[config.mk]
export PLATFORM = sky130hd
export DESIGN_NAME = eth_capture_ring_ctrl
export DESIGN_NICKNAME = d
export VERILOG_FILES = /design/src/rtl/eth_capture_ring_ctrl.sv
export SDC_FILE = /design/constraint.sdc
export NUM_CORES = 1
export LEC_CHECK = 0
export ABC_AREA = 1
export CAP_MARGIN = 20
export CORE_AREA = 5 5 172 174
export DETAILED_ROUTE_END_ITERATION = 10
export DIE_AREA = 0 0 177 179
export PLACE_DENSITY = 0.72
export SKIP_CTS_REPAIR_TIMING = 1
export SLEW_MARGIN = 15
export SYNTH_ARGS = -nofsm -noshare
export SYNTH_HDL_FRONTEND = slang
export SYNTH_SLANG_ARGS = --single-unit
[constraint.sdc]
create_clock -name clk -period 3.85 [get_ports clk]
set_input_delay 0.77 -clock clk [delete_from_list [all_inputs] [get_ports clk]]
set_output_delay 0.77 -clock clk [all_outputs]
set_load 0.02 [all_outputs]
[src/rtl/eth_capture_ring_ctrl.sv]
// Capture slot-ring manager: grants fixed-size receive slots to the capture DMA
// and queues completed slots, in arrival order, for software to consume and free.
module eth_capture_ring_ctrl #(
  parameter int          SLOTS      = 16,
  parameter int          SLOT_BYTES = 2048,
  parameter logic [31:0] BASE_ADDR  = 32'h1000_0000,
  parameter int          LEN_W      = 12
) (
  input  logic                     clk,
  input  logic                     reset,
  input  logic                     enable,
  input  logic                     cap_req,
  output logic                     cap_grant,
  output logic [31:0]              cap_addr,
  output logic                     cap_drop,
  input  logic                     cap_done,
  input  logic                     cap_abort,
  input  logic [LEN_W-1:0]         cap_len,
  input  logic                     cap_err,
  output logic                     sw_valid,
  output logic [31:0]              sw_addr,
  output logic [LEN_W-1:0]         sw_len,
  output logic                     sw_err,
  input  logic                     sw_pop,
  output logic [$clog2(SLOTS):0]   ready_count,
  output logic [31:0]              pkt_count,
  output logic [31:0]              drop_count
);

  localparam int PTR_W = $clog2(SLOTS);
  localparam int CNT_W = PTR_W + 1;
  localparam int SLOT_SHIFT = $clog2(SLOT_BYTES);
  localparam logic [CNT_W-1:0] SLOTS_CNT = CNT_W'(SLOTS);
  localparam logic [LEN_W-1:0] SLOT_LEN = LEN_W'(SLOT_BYTES);

  typedef enum logic {IDLE, FILL} ringState_t;

  ringState_t       r_state;
  logic [PTR_W-1:0] r_wrPtr;
  logic [PTR_W-1:0] r_rdPtr;
  logic [CNT_W-1:0] r_readyCount;
  logic             r_grant;
  logic             r_drop;
  logic [31:0]      r_addr;
  logic [31:0]      r_pktCount;
  logic [31:0]      r_dropCount;
  logic [LEN_W-1:0] r_lenTable [SLOTS];
  logic             r_errTable [SLOTS];

  logic             w_pop;
  logic             w_commit;
  logic             w_lenClamp;
  logic [LEN_W-1:0] w_storeLen;
  logic             w_storeErr;
  logic [31:0]      w_wrAddr;

  assign w_pop      = sw_pop && (r_readyCount != '0);
  assign w_commit   = (r_state == FILL) && cap_done;
  assign w_lenClamp = cap_len > SLOT_LEN;
  assign w_storeLen = w_lenClamp ? SLOT_LEN : cap_len;
  assign w_storeErr = cap_err | w_lenClamp;
  assign w_wrAddr   = BASE_ADDR + (32'(r_wrPtr) << SLOT_SHIFT);

  // Length/error table has no reset: an entry is only visible once committed.
  always_ff @(posedge clk) begin
    if (!reset && w_commit) begin
      r_lenTable[r_wrPtr] <= w_storeLen;
      r_errTable[r_wrPtr] <= w_storeErr;
    end
  end

  // Grant/drop FSM, ring pointers and counters; the slot under fill is always
  // rd_ptr + ready_count, so refusing grants at a full ring protects queued data.
  always_ff @(posedge clk) begin
    if (reset) begin
      r_state      <= IDLE;
      r_wrPtr      <= '0;
      r_rdPtr      <= '0;
      r_readyCount <= '0;
      r_grant      <= 1'b0;
      r_drop       <= 1'b0;
      r_addr       <= BASE_ADDR;
      r_pktCount   <= '0;
      r_dropCount  <= '0;
    end else begin
      r_grant <= 1'b0;
      r_drop  <= 1'b0;
      case (r_state)
        IDLE: begin
          if (cap_req) begin
            if (enable && (r_readyCount < SLOTS_CNT)) begin
              r_grant <= 1'b1;
              r_addr  <= w_wrAddr;
              r_state <= FILL;
            end else begin
              r_drop <= 1'b1;
              if (r_dropCount != 32'hFFFF_FFFF) r_dropCount <= r_dropCount + 32'd1;
            end
          end
        end
        FILL: begin
          if (cap_done) begin
            r_wrPtr    <= r_wrPtr + PTR_W'(1);
            r_pktCount <= r_pktCount + 32'd1;
            r_state    <= IDLE;
          end else if (cap_abort) begin
            r_state <= IDLE;
          end
        end
        default: r_state <= IDLE;
      endcase
      case ({w_commit, w_pop})
        2'b10:   r_readyCount <= r_readyCount + CNT_W'(1);
        2'b01:   r_readyCount <= r_readyCount - CNT_W'(1);
        default: r_readyCount <= r_readyCount;
      endcase
      if (w_pop) r_rdPtr <= r_rdPtr + PTR_W'(1);
    end
  end

  assign cap_grant   = r_grant;
  assign cap_drop    = r_drop;
  assign cap_addr    = r_addr;
  assign sw_valid    = (r_readyCount != '0);
  assign sw_addr     = BASE_ADDR + (32'(r_rdPtr) << SLOT_SHIFT);
  assign sw_len      = r_lenTable[r_rdPtr];
  assign sw_err      = r_errTable[r_rdPtr];
  assign ready_count = r_readyCount;
  assign pkt_count   = r_pktCount;
  assign drop_count  = r_dropCount;

endmodule

==> out/qor.yml <==
grt_pass1_wl_um: 51120
tns_ns: 0
post_drt_wl_per_cell_um: 16.58
htree_levels: 1
ys_ff_latch: 296
ir_worst_vdd_uv: 411.9
cp.required_ns: 3.08
yosysMostFrequentCell: "nand2_1"
numCtsBuffers: 30
synth_common_cells: "nand2_1 (237), edfxtp_1 (208), inv_1 (148), nor2_1 (140), a21oi_1 (112)"
drtPass1Iterations: 5
tightest_slew_ns: 0.9745
die_x_um: 177
grt_usage: 0.2009
setup_ws_ns: 0.4233
cp-start-kind: "flop"
cap_violations: 0
dieArea_um2: 31680
viasPerCell: 5.203
async_reset_ff_frac: 0
grt_overflow: 0
antenna_found_initial: 0
end_kind: "output pin"
power.density_nw_per_um2: 528.5
setup_viol: 0
synth_edf_count: 208
grt_start_max_net_pins: 85
final_antenna_net_count: 0
fin_nets: 1570
clock_sinks: 296
fillers: 2364
grt_setup_unrepaired: "no"
grt_pass1_vias: 9803
status: "finished clean"
place_congestion: 0.9083
crit_arrival_ns: 2.66
start_util: 0.4971
io_pins: 169
finalCritPeriodShare: 0.8900
drc: 0
ys_warn_count: 0
synthCells: 1418
multiInputGateArea_um2: 4725
drtIter0Drc: 909
skew_ns: 0.006562
synth_top_area_cell: "edfxtp_1"
hold_class: "reg -> reg"
area_delta_synth_final_pct: 18.29
port_buffers: 112
max-slew-margin-rel: 0.3479
fmax_mhz: 291.8
rows: 61
yosysUniqueCellTypes: 34
pre_cts_ws_ns: 0.8747
dp.cells: 1886
antennaDiodeCount: 0
synth_area_um2: 13730
finalWorstPathRequiredPeriod_ns: 3.427
cp_max_fo: 20
final_cell_count_no_fill: 1942
leakage_nw: 5.742
clockRootBuffer: "clkbuf_16"
synth_top_area_frac: 0.4548
cts_tree: "done"
die_h_um: 179
synth_ff_type: "edfxtp_1"
yosys-top-cells-area: "edfxtp_1 (45%), dfxtp_1 (13%), nand2_1 (6.5%), a21oi_1 (4.1%), inv_1 (4.0%)"
totalPowerFinal_mw: 8.586
ys_seq_area_frac: 0.5831
drv_slew: 0
clkLatencyLatePin_ns: 0.55
drive_gt1_frac: 0.06394
wirelength_um: 32200
vias: 10110
clockBufferDepth: 3
fin_util: 0.5880
critPathKind: "reg -> out"
hpwl_um: 20350
hold_violations: 0
synth.avg_cell_area_um2: 9.685
core_area_um2: 27630
path_clk_slew_ns: 0.06
seqCellArea_um2: 8013
==> worst paths after layout <==
check / start / to / slack, ns / cells past startpoint
max reg2reg: drop_count[0] / drop_count[27] / 1.24 / 10
min reg2reg: r_state / r_state / 0.48 / 2
max: flop / sw_len[10] / 0.42 / 6
min: r_state / r_state / 0.48 / 2
==> cells by family (layout without fill, tap and decap cells) <==
kind of cell / Yosys count / in the layout / share of synthesized area
DFF: 296 / 296 / 0.5831
AOI/OAI and AO/OA: 261 / 261 / 0.1051
buffers and inverters: 263 / 355 / 0.08910
other: 2 / 56 / 0.0005469
adders and majority gates: 10 / 10 / 0.009111
muxes: 52 / 52 / 0.03790
and+or+nand+nor: 503 / 503 / 0.1553
xor gates and xnor gates: 31 / 31 / 0.01977
==> critical path, cell delays in order, from the launching register on <==
cell	delay (ns)
dfxtp_2	0.33
clkinv_1	0.33
buf_4	0.35
o21ai_0	0.21
o211ai_1	0.10
nand2_1	0.15
clkdlybuf4s50_1	0.63
==> stage by stage <==
stage	area (um2)	hold WS [ns]
3_3_place_gp	15190	0.4755
3_5_place_dp	15190	0.4821
2_1_floorplan	13940	0.4567
6_report	16250	0.4849
5_1_grt	16250	0.5221
4_1_cts	16250	0.4907
==> report_power, final <==
part	total, mW	switching, mW	internal [mW]
Sequential	3.53	0.0626	3.46
Combinational	2.01	1.24	0.770
Clock	3.05	1.19	1.86
Total	8.59	2.50	6.09
==> registers in the layout (all words and copies together) (netlist names), named ones only <==
signal	cells
ready_count	5
pkt_count	32
r_wrPtr	4
cap_drop	1
r_errTable	16
r_state	1
cap_addr	4
r_lenTable	192
cap_grant	1
r_rdPtr	4
drop_count	32
==> final cells by class <==
class / count / share of cell area
Sequential cell: 296 / 0.4932
Clock buffer: 44 / 0.05445
Timing Repair Buffer: 148 / 0.08688
Tap cell: 378 / 0.02911
Clock inverter: 12 / 0.01063
Multi-Input combinational cell: 913 / 0.2908
Inverter: 151 / 0.03489
==> cell usage in the layout (no fill, tap or decap), types with 2 or more instances in the layout <==
| master | instances |
|---|---|
| nand2_1 | 237 |
| edfxtp_1 | 208 |
| inv_1 | 148 |
| nor2_1 | 140 |
| a21oi_1 | 112 |
| clkdlybuf4s50_1 | 111 |
| o21ai_0 | 94 |
| dfxtp_1 | 86 |
| nand3_1 | 60 |
| conb_1 | 56 |
| mux2i_1 | 52 |
| o211ai_1 | 52 |
| buf_4 | 34 |
| clkbuf_16 | 31 |
| nor3_1 | 30 |
| xor2_1 | 24 |
| nand4_1 | 13 |
| ha_1 | 10 |
| nand3b_1 | 8 |
| xnor2_1 | 7 |
| clkbuf_1 | 7 |
| clkbuf_8 | 6 |
| nor3_2 | 5 |
| clkinvlp_4 | 4 |
| bufinv_16 | 4 |
| clkinv_1 | 3 |
| nor4_1 | 2 |
| nand3_2 | 2 |
| nor2_4 | 2 |
| a211oi_1 | 2 |
| clkinv_2 | 2 |
| buf_12 | 2 |
==> routing by layer <==
layer  wire, um  share of wire  global-route usage
met2      15370           0.48              0.3376
met4        417          0.013             0.03707
met5          0              0                   0
met3       2376          0.074             0.03648
met1      14030           0.44              0.2777
No activity file was read; power rests on OpenSTA's default activity.
